## src/rtl/qam_pkg.sv

```systemverilog
// Shared encodings for the QAM symbol path.
package qam_pkg;

  localparam logic MODE_HOLD   = 1'b0;
  localparam logic MODE_ZSTUFF = 1'b1;

  localparam int unsigned UCNT_W = 16;

  typedef enum logic [1:0] {
    StIdle,
    StRun,
    StStarved
  } state_e;

endpackage

```

## src/rtl/sym_fifo2.sv

```systemverilog
// Two-entry FIFO holding input symbols ahead of the upsampler.
module sym_fifo2 #(
  parameter int unsigned DW = 16
) (
  input  logic          clk,
  input  logic          rst,
  input  logic          push_i,
  input  logic [DW-1:0] wr_data_i,
  input  logic          pop_i,
  output logic [DW-1:0] rd_data_o,
  output logic [1:0]    count_o
);

  logic [DW-1:0] mem_q [2];
  logic          wr_ptr_q, rd_ptr_q;
  logic [1:0]    count_q;
  logic          do_push, do_pop;

  // Guard against pushing when full or popping when empty.
  assign do_push = push_i && (count_q != 2'd2);
  assign do_pop  = pop_i && (count_q != 2'd0);

  // Pointer and occupancy tracking.
  always_ff @(posedge clk) begin
    if (rst) begin
      wr_ptr_q <= 1'b0;
      rd_ptr_q <= 1'b0;
      count_q  <= 2'd0;
    end else begin
      if (do_push) wr_ptr_q <= ~wr_ptr_q;
      if (do_pop)  rd_ptr_q <= ~rd_ptr_q;
      if (do_push && !do_pop)      count_q <= count_q + 2'd1;
      else if (!do_push && do_pop) count_q <= count_q - 2'd1;
    end
  end

  // Storage needs no reset; occupancy guards every read.
  always_ff @(posedge clk) begin
    if (do_push) mem_q[wr_ptr_q] <= wr_data_i;
  end

  assign rd_data_o = mem_q[rd_ptr_q];
  assign count_o   = count_q;

endmodule

```

## src/rtl/symbol_upsampler.sv

```systemverilog
// Expands each accepted multi-lane symbol into fac_l output samples, either held or
// zero-stuffed, on the smp_en timebase.
module symbol_upsampler
  import qam_pkg::*;
#(
  parameter int unsigned WIDTH      = 8,
  parameter int unsigned CHANNELS   = 2,
  parameter int unsigned FACTOR_MAX = 16,
  parameter int unsigned FW         = $clog2(FACTOR_MAX + 1)
) (
  input  logic                      clk,
  input  logic                      rst,
  input  logic                      smp_en,
  input  logic                      mode,
  input  logic [FW-1:0]             factor,
  input  logic [CHANNELS*WIDTH-1:0] sym_data,
  input  logic                      sym_valid,
  output logic                      sym_ready,
  output logic [CHANNELS*WIDTH-1:0] smp_data,
  output logic                      smp_valid,
  output logic                      smp_sym_start,
  output logic                      underrun,
  output logic [UCNT_W-1:0]         underrun_cnt
);

  localparam int unsigned DW = CHANNELS * WIDTH;

  state_e            state_q, state_d;
  logic [FW-1:0]     phase_q, phase_d;
  logic [FW-1:0]     fac_q, fac_d;
  logic              mode_q, mode_d;
  logic [DW-1:0]     cur_q, cur_d;
  logic [DW-1:0]     data_q, data_d;
  logic              valid_q;
  logic              start_q, start_d;
  logic              urun_q, urun_d;
  logic [UCNT_W-1:0] cnt_q, cnt_d;

  logic [DW-1:0]     head;
  logic [1:0]        fifo_count;
  logic              fifo_empty;
  logic              pop, load;
  logic [FW-1:0]     fac_eff;

  // Ready depends on FIFO occupancy only, never on smp_en.
  assign sym_ready  = (fifo_count < 2'd2);
  assign fifo_empty = (fifo_count == 2'd0);

  sym_fifo2 #(
    .DW (DW)
  ) u_fifo (
    .clk       (clk),
    .rst       (rst),
    .push_i    (sym_valid && sym_ready),
    .wr_data_i (sym_data),
    .pop_i     (pop),
    .rd_data_o (head),
    .count_o   (fifo_count)
  );

  // Effective factor: 0 behaves as 1, oversize values clamp to FACTOR_MAX.
  always_comb begin
    if (factor == '0)                    fac_eff = FW'(1);
    else if (factor > FW'(FACTOR_MAX))   fac_eff = FW'(FACTOR_MAX);
    else                                 fac_eff = factor;
  end

  // FSM, phase counter and next output sample, all advancing only on smp_en.
  always_comb begin
    state_d = state_q;
    phase_d = phase_q;
    fac_d   = fac_q;
    mode_d  = mode_q;
    cur_d   = cur_q;
    data_d  = data_q;
    start_d = 1'b0;
    urun_d  = 1'b0;
    cnt_d   = cnt_q;
    pop     = 1'b0;
    load    = 1'b0;
    if (smp_en) begin
      data_d = '0;
      case (state_q)
        StIdle, StStarved: load = !fifo_empty;
        StRun: begin
          if (phase_q != '0) begin
            data_d  = (mode_q == MODE_HOLD) ? cur_q : '0;
            phase_d = (phase_q == fac_q - FW'(1)) ? '0 : phase_q + FW'(1);
          end else if (!fifo_empty) begin
            load = 1'b1;
          end else begin
            urun_d  = 1'b1;
            cnt_d   = (cnt_q == '1) ? cnt_q : cnt_q + UCNT_W'(1);
            state_d = StStarved;
          end
        end
        default: state_d = StIdle;
      endcase
      if (load) begin
        pop     = 1'b1;
        cur_d   = head;
        fac_d   = fac_eff;
        mode_d  = mode;
        phase_d = (fac_eff == FW'(1)) ? '0 : FW'(1);
        data_d  = head;
        start_d = 1'b1;
        state_d = StRun;
      end
    end
  end

  // State and registered outputs; smp_data holds between valid pulses.
  always_ff @(posedge clk) begin
    if (rst) begin
      state_q <= StIdle;
      phase_q <= '0;
      fac_q   <= FW'(1);
      mode_q  <= MODE_HOLD;
      cur_q   <= '0;
      data_q  <= '0;
      valid_q <= 1'b0;
      start_q <= 1'b0;
      urun_q  <= 1'b0;
      cnt_q   <= '0;
    end else begin
      state_q <= state_d;
      phase_q <= phase_d;
      fac_q   <= fac_d;
      mode_q  <= mode_d;
      cur_q   <= cur_d;
      data_q  <= data_d;
      valid_q <= smp_en;
      start_q <= start_d;
      urun_q  <= urun_d;
      cnt_q   <= cnt_d;
    end
  end

  assign smp_data      = data_q;
  assign smp_valid     = valid_q;
  assign smp_sym_start = start_q;
  assign underrun      = urun_q;
  assign underrun_cnt  = cnt_q;

endmodule

```

## config.mk

```make
export PLATFORM = sky130hd
export DESIGN_NAME = symbol_upsampler
export DESIGN_NICKNAME = d
export VERILOG_FILES = /design/src/rtl/qam_pkg.sv /design/src/rtl/sym_fifo2.sv /design/src/rtl/symbol_upsampler.sv
export SDC_FILE = /design/constraint.sdc
export NUM_CORES = 1
export LEC_CHECK = 0
export ABC_AREA = 1
export BUFFER_PORTS_ARGS = -buffer_cell sky130_fd_sc_hd__buf_2
export CAP_MARGIN = 10
export CORE_ASPECT_RATIO = 1.2
export CORE_MARGIN = 2
export CORE_UTILIZATION = 45
export CTS_CLUSTER_DIAMETER = 30
export CTS_CLUSTER_SIZE = 40
export DETAILED_ROUTE_END_ITERATION = 12
export GPL_TIMING_DRIVEN = 0
export MAX_ROUTING_LAYER = met4
export PLACE_DENSITY = 0.65
export SETUP_SLACK_MARGIN = 0.2
export SLEW_MARGIN = 5
export SYNTH_ARGS = -nofsm -noshare
export SYNTH_HDL_FRONTEND = slang
export SYNTH_SLANG_ARGS = --single-unit
export TNS_END_PERCENT = 10
```

## constraint.sdc

```tcl
create_clock -name clk -period 2.7 [get_ports clk]
set_input_delay 0.405 -clock clk [delete_from_list [all_inputs] [get_ports clk]]
set_output_delay 0.405 -clock clk [all_outputs]
set_load 0.1 [all_outputs]
```

==> flow_metrics.env, run 1 <==
export IMPL_synth_top_family_by_area="simple AND/OR/NAND/NOR gates"
export IMPL_p_switching_uw=2330
export IMPL_grt_max_degree=19
export IMPL_final_hold_viol_count=0
export IMPL_cts_buffer_depth=2
export IMPL_rsz0062_at_grt="no"
export IMPL_die_h_microns=113
export IMPL_p_int_uw=3100
export IMPL_final_setup_tns_ns=0
export IMPL_post_synth_num_cell_types=27
export IMPL_seq_power_share_pct=37.2
export IMPL_synthArstFlopShare_pct=0
export IMPL_insertion_delay_ns=0.35
export IMPL_drtPass1Iterations=4
export IMPL_synth_fa_ha_area_share_pct=1.40
export IMPL_synth_main_ff_cell="dfxtp_1"
export IMPL_numCtsBuffers=9
export IMPL_hold_path_class="primary input to flip-flop"
export IMPL_start_util_pct=46.6
export IMPL_synth_nets=588
export IMPL_synth_compound_area_share_pct=11.2
export IMPL_pwr_share_comb_pct=38.4
export IMPL_worst_r2r_path_depth=13
export IMPL_grt_usage_pct=20.2
export IMPL_die_w_microns=94.8
export IMPL_cp_max_fo=10
export IMPL_gr_total_overflow=0
export IMPL_place_congestion=0.867
export IMPL_synthSimpleGateAreaFrac_pct=25.6
export IMPL_vias=3848
export IMPL_worstMarginPinSlew_ns=0.835
export IMPL_max_cap_violations=0
export IMPL_drt_iter0_drc=189
export IMPL_io_buffers=60
export IMPL_crit_arrival_ns=2.52
export IMPL_grt_antenna_before_repair=0
export IMPL_synth_xor_area_share_pct=1.77
export IMPL_wirelength_mm=9.98
export IMPL_synth_seq_cells=101
export IMPL_switching_share_pct=42.9
export IMPL_synth_edf_count=32
export IMPL_relSlewSlack_pct=44.3
export IMPL_clock_sinks=101
export IMPL_core_sq_mm=0.00956
export IMPL_tritoncts="built"
export IMPL_syn_instance_count=557
export IMPL_wl_per_cell_microns=13.2
export IMPL_p_leak_uw=0.00215
export IMPL_yosysWarnings=0
export IMPL_route_detailed_drc=0
export IMPL_fin_skew_ns=0.00697
export IMPL_area_delta_synth_final_pct=17.6
export IMPL_clk_pin_slew_ns=0.07
export IMPL_fp_row_count=39
export IMPL_ant_nets=0
export IMPL_crit_type="flip-flop to flip-flop"
export IMPL_yosysSeqAreaShare_pct=52.6
export IMPL_dieArea_sq_mm=0.0107
export IMPL_syn_area_per_cell_sq_um=8.00
export IMPL_num_antenna_cells=0
export IMPL_fin_util_pct=54.7
export IMPL_status="finished, final reports clean"
export IMPL_final_period_utilization_pct=84.9
export IMPL_period_minus_slack_ns=2.29
export IMPL_grt_pass1_wl_mm=16.5
export IMPL_max_freq_mhz=436
export IMPL_drive_above_1_share_pct=16.1
export IMPL_slew_violations=0
export IMPL_setup_worst_path_end_class="flip-flop"
export IMPL_worst_setup_path_start_kind="flip-flop"
export IMPL_setup_viol=0
export IMPL_syn_area_sq_mm=0.00445
export IMPL_pwr_density_cell_mw_per_mm2=1040
export IMPL_nNetsFinal=660
export IMPL_cts_root_buf="clkbuf_16"
export IMPL_synthMuxAreaShare_pct=0
export IMPL_vdd_drop_max_uv=666
export IMPL_first_global_vias=3586
export IMPL_h_tree_depth=3
export IMPL_clockPowerShare_pct=24.4
export IMPL_hold_path_cell_count=1
export IMPL_crit_required_ns=2.93
export IMPL_dpl_hpwl_mm=7.38
export IMPL_boundaryPins=62
export IMPL_vias_per_cell=5.08
==> cells by family after synthesis <==
family / Yosys count
simple gates: 270
flops: 101
compound gates: 93
buf+inv: 79
xor+xnor: 9
fa+ha+maj: 5
==> synth_stat cells (2+ instances only) <==
master | number | area share [%]
nand2_1 | 156 | 13
ha_1 | 5 | 1.4
nor2_1 | 41 | 3.5
nand4_1 | 9 | 1.3
inv_2 | 3 | 0.25
a31oi_1 | 16 | 2.2
nor2_2 | 4 | 0.56
edfxtp_1 | 32 | 22
xor2_1 | 8 | 1.6
inv_1 | 53 | 4.5
clkbuf_1 | 12 | 1.0
a21oi_1 | 48 | 5.4
nand2_2 | 3 | 0.42
o21ai_0 | 27 | 3.0
buf_2 | 5 | 0.56
nor3_1 | 4 | 0.45
dfxtp_1 | 69 | 31
buf_6 | 3 | 0.76
nand3_1 | 50 | 5.6
nor2_4 | 2 | 0.51
==> power groups by stage <==
stage                     combinational (uW)  sequential (uW)  clock [uW]
after floorplan                         1120             2520           0
after global placement                  2010             2040           0
after detailed placement                2050             2050           0
after CTS                               2060             2020        1350
after global routing                    2280             2050        1420
final                                   2080             2020        1330
==> cell usage in the layout (no fill, tap or decap), drive strengths merged, types with 8 or more instances in the layout <==
| cell type | netlist | routed |
|---|---|---|
| nand3 | 51 | 51 |
| nor2 | 47 | 47 |
| o21ai | 28 | 28 |
| edfxtp | 32 | 32 |
| inv | 56 | 58 |
| dfxtp | 69 | 69 |
| xor2 | 8 | 8 |
| nand4 | 9 | 9 |
| a21oi | 48 | 48 |
| clkbuf | 12 | 21 |
| a31oi | 16 | 16 |
| buf | 10 | 71 |
| nand2 | 159 | 159 |
==> metrics by stage <==
step / worst slack (ns) / power, uW / std cells / area, sq um / hold slack, ns
floorplan: 0.282 / 3640 / 557 / 4450 / 0.441
global placement: 0.362 / 4050 / 740 / 4910 / 0.448
detailed placement: 0.312 / 4100 / 741 / 4920 / 0.455
CTS: 0.303 / 5430 / 757 / 5230 / 0.226
global route: 0.190 / 5750 / 757 / 5240 / 0.229
finish: 0.408 / 5420 / 757 / 5240 / 0.241
==> final timing paths <==
kind	slack (ns)	to	start
setup / recovery	0.41	u_fifo.count_o[1]	phase_q[0]
hold / removal	0.24	u_fifo.mem_q[1][10]	sym_data[10]
setup reg to reg	0.41	u_fifo.count_o[1]	phase_q[0]
hold reg to reg	0.47	mode_q	mode_q
==> routing by layer <==
metal | part of all wire [%] | track usage [%]
met1 | 46 | 24.9
met2 | 49 | 33.0
met3 | 4.5 | 3.53
met4 | 0.85 | 7.73
met5 | 0 | -
==> state kept, by name, summed over array words and instances (netlist names), 2 cells and up, named ones only <==
signal and flops:
cur_q 16, state_q 2, underrun_cnt 16, u_fifo.count_o 2, fac_q 5, phase_q 5
u_fifo.mem_q 32, smp_data 16
==> worst max-delay path, stage by stage, from the launching register on <==
cell and delay, ns:
dfxtp_1 0.35, inv_1 0.10, ha_1 0.19, nand2_1 0.09
nor2_2 0.14, nand2_1 0.10, nand2_2 0.15, nand2_4 0.12
buf_4 0.20, ha_1 0.33, a21oi_1 0.11, o21ai_0 0.11
o21ai_0 0.16, a21oi_1 0.06
==> final cells by class <==
cell class | count | area [sq um]
Buffer | 22 | 118
Inverter | 57 | 214
Clock buffer | 9 | 225
Tap cell | 123 | 154
Fill cell | 923 | 4330
Timing Repair Buffer | 61 | 308
Multi-Input combinational cell | 377 | 1790
Sequential cell | 101 | 2340
Clock inverter | 7 | 82.6
==> what timing repair did <==
action | CTS | global route
setup buffers | 0 | 0
hold buffers | 0 | 0
setup endpoints to repair | 0 | 2
resized for setup | 0 | 4
Power figures use the tool's default switching activity.
==> inputs of run 2 (changes only) <==
- PLACE_DENSITY: 0.65 -> 0.68
- clock period: 2.7 -> 1.85 ns (I/O delays scaled with it)
==> flow_metrics.env, run 2 (synthesis gave the netlist of run 1 again) <==
export IMPL_max_cap_violations=0
export IMPL_period_minus_slack_ns=1.74
export IMPL_pwr_share_comb_pct=42.5
export IMPL_grt_usage_pct=20.5
export IMPL_ant_nets=0
export IMPL_num_fill_cells=886
export IMPL_final_common_cell="nand2_1"
export IMPL_switching_share_pct=43.3
export IMPL_drtPass1Iterations=4
export IMPL_slowest_stage="dfxtp_4"
export IMPL_dieArea_sq_mm=0.0107
export IMPL_setup_worst_path_end_class="flip-flop"
export IMPL_worst_r2r_path_depth=13
export IMPL_clk_pin_slew_ns=0.08
export IMPL_clockPowerShare_pct=22.4
export IMPL_final_period_utilization_pct=93.8
export IMPL_hp_start="sym_data[9]"
export IMPL_largest_reg_flops=32
export IMPL_regMostFlops="u_fifo.mem_q"
export IMPL_crit_type="flip-flop to flip-flop"
export IMPL_area_delta_synth_final_pct=23.9
export IMPL_die_h_microns=113
export IMPL_hold_path_class="primary input to flip-flop"
export IMPL_fp_row_count=39
export IMPL_crit_chain="inv_4, ha_4, nand2_4, nor2_4, nand2_2, nand2_4, nand2_8, buf_8, ha_4, a21oi_2, o21ai_2, o21ai_1, a21oi_1"
export IMPL_p_int_uw=4770
export IMPL_p_leak_uw=0.00226
export IMPL_start_util_pct=46.6
export IMPL_core_sq_mm=0.00956
export IMPL_r2r_end="u_fifo.count_o[1]"
export IMPL_fin_skew_ns=0.0117
export IMPL_finalPower_uw=8410
export IMPL_wl_per_cell_microns=13.2
export IMPL_gr_total_overflow=0
export IMPL_setup_viol=0
export IMPL_place_congestion=0.879
export IMPL_num_antenna_cells=0
export IMPL_route_detailed_drc=0
export IMPL_crit_arrival_ns=1.97
export IMPL_cts_buffer_depth=2
export IMPL_h_tree_depth=3
export IMPL_grt_pass1_wl_mm=16.8
export IMPL_numCtsBuffers=9
export IMPL_nNetsFinal=672
export IMPL_worstReg2RegStart="phase_q[0]"
export IMPL_drive_above_1_share_pct=23.4
export IMPL_worst_setup_path_start_kind="flip-flop"
export IMPL_io_buffers=60
export IMPL_vias=3873
export IMPL_hold_buffers=0
export IMPL_slew_violations=0
export IMPL_fin_util_pct=57.7
export IMPL_crit_start="phase_q[0]"
export IMPL_cts_root_buf="clkbuf_16"
export IMPL_dpl_hpwl_mm=7.30
export IMPL_boundaryPins=62
export IMPL_vdd_drop_max_uv=714
export IMPL_seq_power_share_pct=35.2
export IMPL_insertion_delay_ns=0.34
export IMPL_layout_common_cells="nand2_1, buf_2, inv_1, nand3_1, dfxtp_1"
export IMPL_cp_max_fo=3
export IMPL_hold_path_cell_count=1
export IMPL_wirelength_mm=10.2
export IMPL_max_freq_mhz=576
export IMPL_rsz0062_at_grt="yes"
export IMPL_clock_sinks=101
export IMPL_vias_per_cell=5.04
export IMPL_reg2reg_slack_ns=0.11
export IMPL_pwr_density_cell_mw_per_mm2=1520
export IMPL_grt_antenna_before_repair=0
export IMPL_cpPeakStageDelay_ns=0.36
export IMPL_final_hold_viol_count=0
export IMPL_crit_required_ns=2.08
export IMPL_worstMarginPinSlew_ns=0.819
export IMPL_status="finished, final reports clean"
export IMPL_drt_iter0_drc=241
export IMPL_tritoncts="built"
export IMPL_relSlewSlack_pct=45.3
export IMPL_first_global_vias=3706
export IMPL_die_w_microns=94.8
export IMPL_grt_max_degree=21
export IMPL_p_switching_uw=3640
export IMPL_hold_path_end="u_fifo.mem_q[0][9]"
## run 2: layout make-up
class	count	area (sq um)	share of cell area (%)
plain buffers	22	144	2.61
clock buffers	9	225	4.08
clock inverters	7	78.8	1.43
inverters	57	220	3.99
multi-input cells	377	1900	34.4
flip-flops and latches	101	2400	43.5
well taps	123	154	2.79
repair buffers	73	398	7.21
## run 2: how the worst max path moves through the flow
stage                              to  slack, ns  cells after the start
CTS                 u_fifo.count_o[1]       0.11                     13
detailed placement  u_fifo.count_o[1]      -0.15                     13
floorplan           u_fifo.count_o[1]       0.05                     13
finish              u_fifo.count_o[1]       0.11                     13
global placement    u_fifo.count_o[1]      -0.09                     13
global route        u_fifo.count_o[1]       0.02                     13
## run 2: layer usage
layer  share of wire [%]  routed length (microns)  track usage, %
met5                   0                        0               -
met2                  51                     5160            34.4
met4                0.97                       99            7.34
met3                 4.0                      404            3.13
met1                  44                     4520            24.8
## run 2: worst max-delay path: cells and delay by family (launching register included)
family | cells | cell delay (ns)
AOI/OAI and AO/OA | 4 | 0.34
adders and majority gates | 2 | 0.36
buffers and inverters | 2 | 0.18
DFF | 1 | 0.36
and+or+nand+nor | 5 | 0.38
## run 2: stage by stage
stage	setup WS [ns]	area, sq um	hold slack (ns)	setup TNS, ns	std cells
after global placement	-0.0872	5040	0.446	-0.0872	740
after global routing	0.0182	5520	0.106	0	769
after CTS	0.110	5470	0.109	0	768
after detailed placement	-0.151	5040	0.453	-0.177	740
final	0.114	5520	0.117	0	769
after floorplan	0.0477	4590	0.376	0	557
## run 2: power by group through the flow
stage | Combinational [uW] | Sequential, uW | Clock (uW)
CTS | 3430 | 2950 | 1900
detailed placement | 3100 | 3000 | 0
floorplan | 1740 | 3680 | 0
global placement | 3040 | 2980 | 0
finish | 3570 | 2960 | 1880
global route | 3890 | 3000 | 2010
## run 2: timing repair
action | in CTS | in global routing
buffers inserted | 12 | 1
gates resized for setup | 10 | 14
endpoints found under the setup margin | 39 | 60
pin swaps | 9 | 7
==> inputs of run 3 (changes only) <==
- CORE_ASPECT_RATIO: 1.2 -> 1.4
- PLACE_DENSITY: 0.68 -> 0.78
- REMOVE_ABC_BUFFERS: default -> 1
==> flow_metrics.env, run 3 (synthesis gave the netlist of run 1 again) <==
export IMPL_hold_path_class="primary input to flip-flop"
export IMPL_slowest_stage="dfxtp_4"
export IMPL_crit_type="flip-flop to flip-flop"
export IMPL_grt_max_degree=61
export IMPL_core_sq_mm=0.00979
export IMPL_drt_iter0_drc=315
export IMPL_worstReg2RegStart="phase_q[0]"
export IMPL_setup_worst_path_end_class="flip-flop"
export IMPL_dieArea_sq_mm=0.0107
export IMPL_cp_max_fo=3
export IMPL_insertion_delay_ns=0.34
export IMPL_clockPowerShare_pct=23.8
export IMPL_cts_root_buf="clkbuf_16"
export IMPL_reg2reg_slack_ns=0.16
export IMPL_rsz0062_at_grt="yes"
export IMPL_io_buffers=61
export IMPL_period_minus_slack_ns=1.69
export IMPL_drive_above_1_share_pct=21.7
export IMPL_clock_sinks=101
export IMPL_largest_reg_flops=32
export IMPL_relSlewSlack_pct=53.8
export IMPL_fp_row_count=43
export IMPL_num_antenna_cells=0
export IMPL_r2r_end="u_fifo.count_o[0]"
export IMPL_area_delta_synth_final_pct=22.6
export IMPL_dpl_cell_count=732
export IMPL_hp_start="sym_data[1]"
export IMPL_hold_buffers=0
export IMPL_fin_area_sq_mm=0.00546
export IMPL_vdd_drop_max_uv=1240
export IMPL_clk_pin_slew_ns=0.07
export IMPL_tritoncts="built"
export IMPL_final_common_cell="nand2_1"
export IMPL_wirelength_mm=10.2
export IMPL_route_detailed_drc=0
export IMPL_h_tree_depth=3
export IMPL_max_cap_violations=0
export IMPL_boundaryPins=62
export IMPL_fin_cells=765
export IMPL_fin_util_pct=55.8
export IMPL_pwr_share_comb_pct=40.9
export IMPL_worst_r2r_path_depth=11
export IMPL_crit_buf_inv=2
export IMPL_seq_power_share_pct=35.4
export IMPL_final_hold_viol_count=0
export IMPL_grt_antenna_before_repair=0
export IMPL_hold_path_cell_count=1
export IMPL_finalPower_uw=8610
export IMPL_dpl_hpwl_mm=6.40
export IMPL_slew_violations=0
export IMPL_final_period_utilization_pct=91.4
export IMPL_die_h_microns=122
export IMPL_grt_usage_pct=21.0
export IMPL_regMostFlops="u_fifo.mem_q"
export IMPL_setup_viol=0
export IMPL_grt_pass1_wl_mm=17.1
export IMPL_crit_chain="inv_4, ha_4, nand2_1, nor2_2, nand2_2, nand2_8, nand2_8, ha_4, buf_4, o21ai_0, a21oi_1"
export IMPL_cpPeakStageDelay_ns=0.35
export IMPL_ant_nets=0
export IMPL_p_leak_uw=0.00223
export IMPL_crit_required_ns=2.08
export IMPL_worst_setup_path_start_kind="flip-flop"
export IMPL_nNetsFinal=656
export IMPL_cts_buffer_depth=2
export IMPL_hold_path_end="u_fifo.mem_q[0][1]"
export IMPL_numCtsBuffers=9
export IMPL_first_global_vias=3903
export IMPL_max_freq_mhz=592
export IMPL_pwr_density_cell_mw_per_mm2=1580
export IMPL_switching_share_pct=42.5
export IMPL_p_switching_uw=3660
export IMPL_fin_skew_ns=0.00464
export IMPL_place_congestion=0.846
export IMPL_worstMarginPinSlew_ns=0.693
export IMPL_cp_top_family="simple AND/OR/NAND/NOR gates"
export IMPL_layout_common_cells="nand2_1, dfxtp_1, buf_2"
export IMPL_die_w_microns=88.1
export IMPL_status="finished, final reports clean"
export IMPL_crit_arrival_ns=1.92
export IMPL_dpl_instance_area_sq_mm=0.00482
export IMPL_drtPass1Iterations=6
export IMPL_gr_total_overflow=0
export IMPL_p_int_uw=4950
export IMPL_whs_ns=0.115
export IMPL_vias_per_cell=5.26
export IMPL_vias=4022
export IMPL_wl_per_cell_microns=13.4
export IMPL_start_util_pct=45.5
==> run 3: changes by cell type in the layout (fill, tap and decap cells not counted), moves of 2 or more <==
cell | before | now
buf_6 | 4 | 2
dfxtp_1 | 48 | 61
nor2_4 | 5 | 7
dfxtp_4 | 14 | 4
inv_6 | 2 | 0
clkinv_8 | 2 | 0
dfxtp_2 | 7 | 4
clkbuf_4 | 0 | 2
buf_2 | 61 | 59
buf_8 | 2 | 0
clkbuf_1 | 12 | 0
bufinv_16 | 0 | 2
==> run 3: how the worst max path moves through the flow <==
| stage | startpoint | end | slack (ns) | cells after the start |
|---|---|---|---|---|
| after floorplan | underrun_cnt[0] | underrun_cnt[1] | -0.62 | 8 |
| after global routing | phase_q[0] | flip-flop | 0.07 | 10 |
| after global placement | phase_q[0] | u_fifo.count_o[1] | -0.95 | 12 |
| final | phase_q[0] | u_fifo.count_o[0] | 0.16 | 11 |
| after CTS | phase_q[0] | u_fifo.count_o[1] | 0.17 | 12 |
| after detailed placement | phase_q[0] | u_fifo.count_o[1] | -1.01 | 12 |
==> run 3: power groups by stage <==
| stage | Sequential, uW | Combinational, uW | Clock, uW |
|---|---|---|---|
| 2_1_floorplan | 3710 | 1450 | 0 |
| 3_3_place_gp | 3030 | 2700 | 0 |
| 3_5_place_dp | 3040 | 2780 | 0 |
| 4_1_cts | 3020 | 3320 | 2080 |
| 5_1_grt | 3100 | 3830 | 2180 |
| 6_report | 3040 | 3520 | 2050 |
==> run 3: area by class of cell <==
class | count | area (sq um)
Clock buffer | 9 | 225
Clock inverter | 7 | 108
Fill cell | 886 | 4330
Inverter | 57 | 220
Multi-Input combinational cell | 379 | 1940
Sequential cell | 101 | 2360
Tap cell | 135 | 169
Timing Repair Buffer | 77 | 438
==> run 3: stage by stage <==
stage	TNS (ns)	setup slack, ns
finish	0	0.160
global placement	-19.58	-0.954
floorplan	-23.47	-0.621
CTS	0	0.173
global route	0	0.0705
detailed placement	-16.13	-1.01
==> run 3: layer usage <==
layer	global-route usage, %	part of all wire [%]
met3	4.54	6.1
met4	9.47	2.5
met1	22.3	38
met2	36.9	53
met5	-	0
==> run 3: repair_timing <==
item	4_1_cts	5_1_grt
cloned	2	0
pin swaps	5	8
setup buffers	10	5
setup endpoints to repair	62	91
resized for setup	28	23
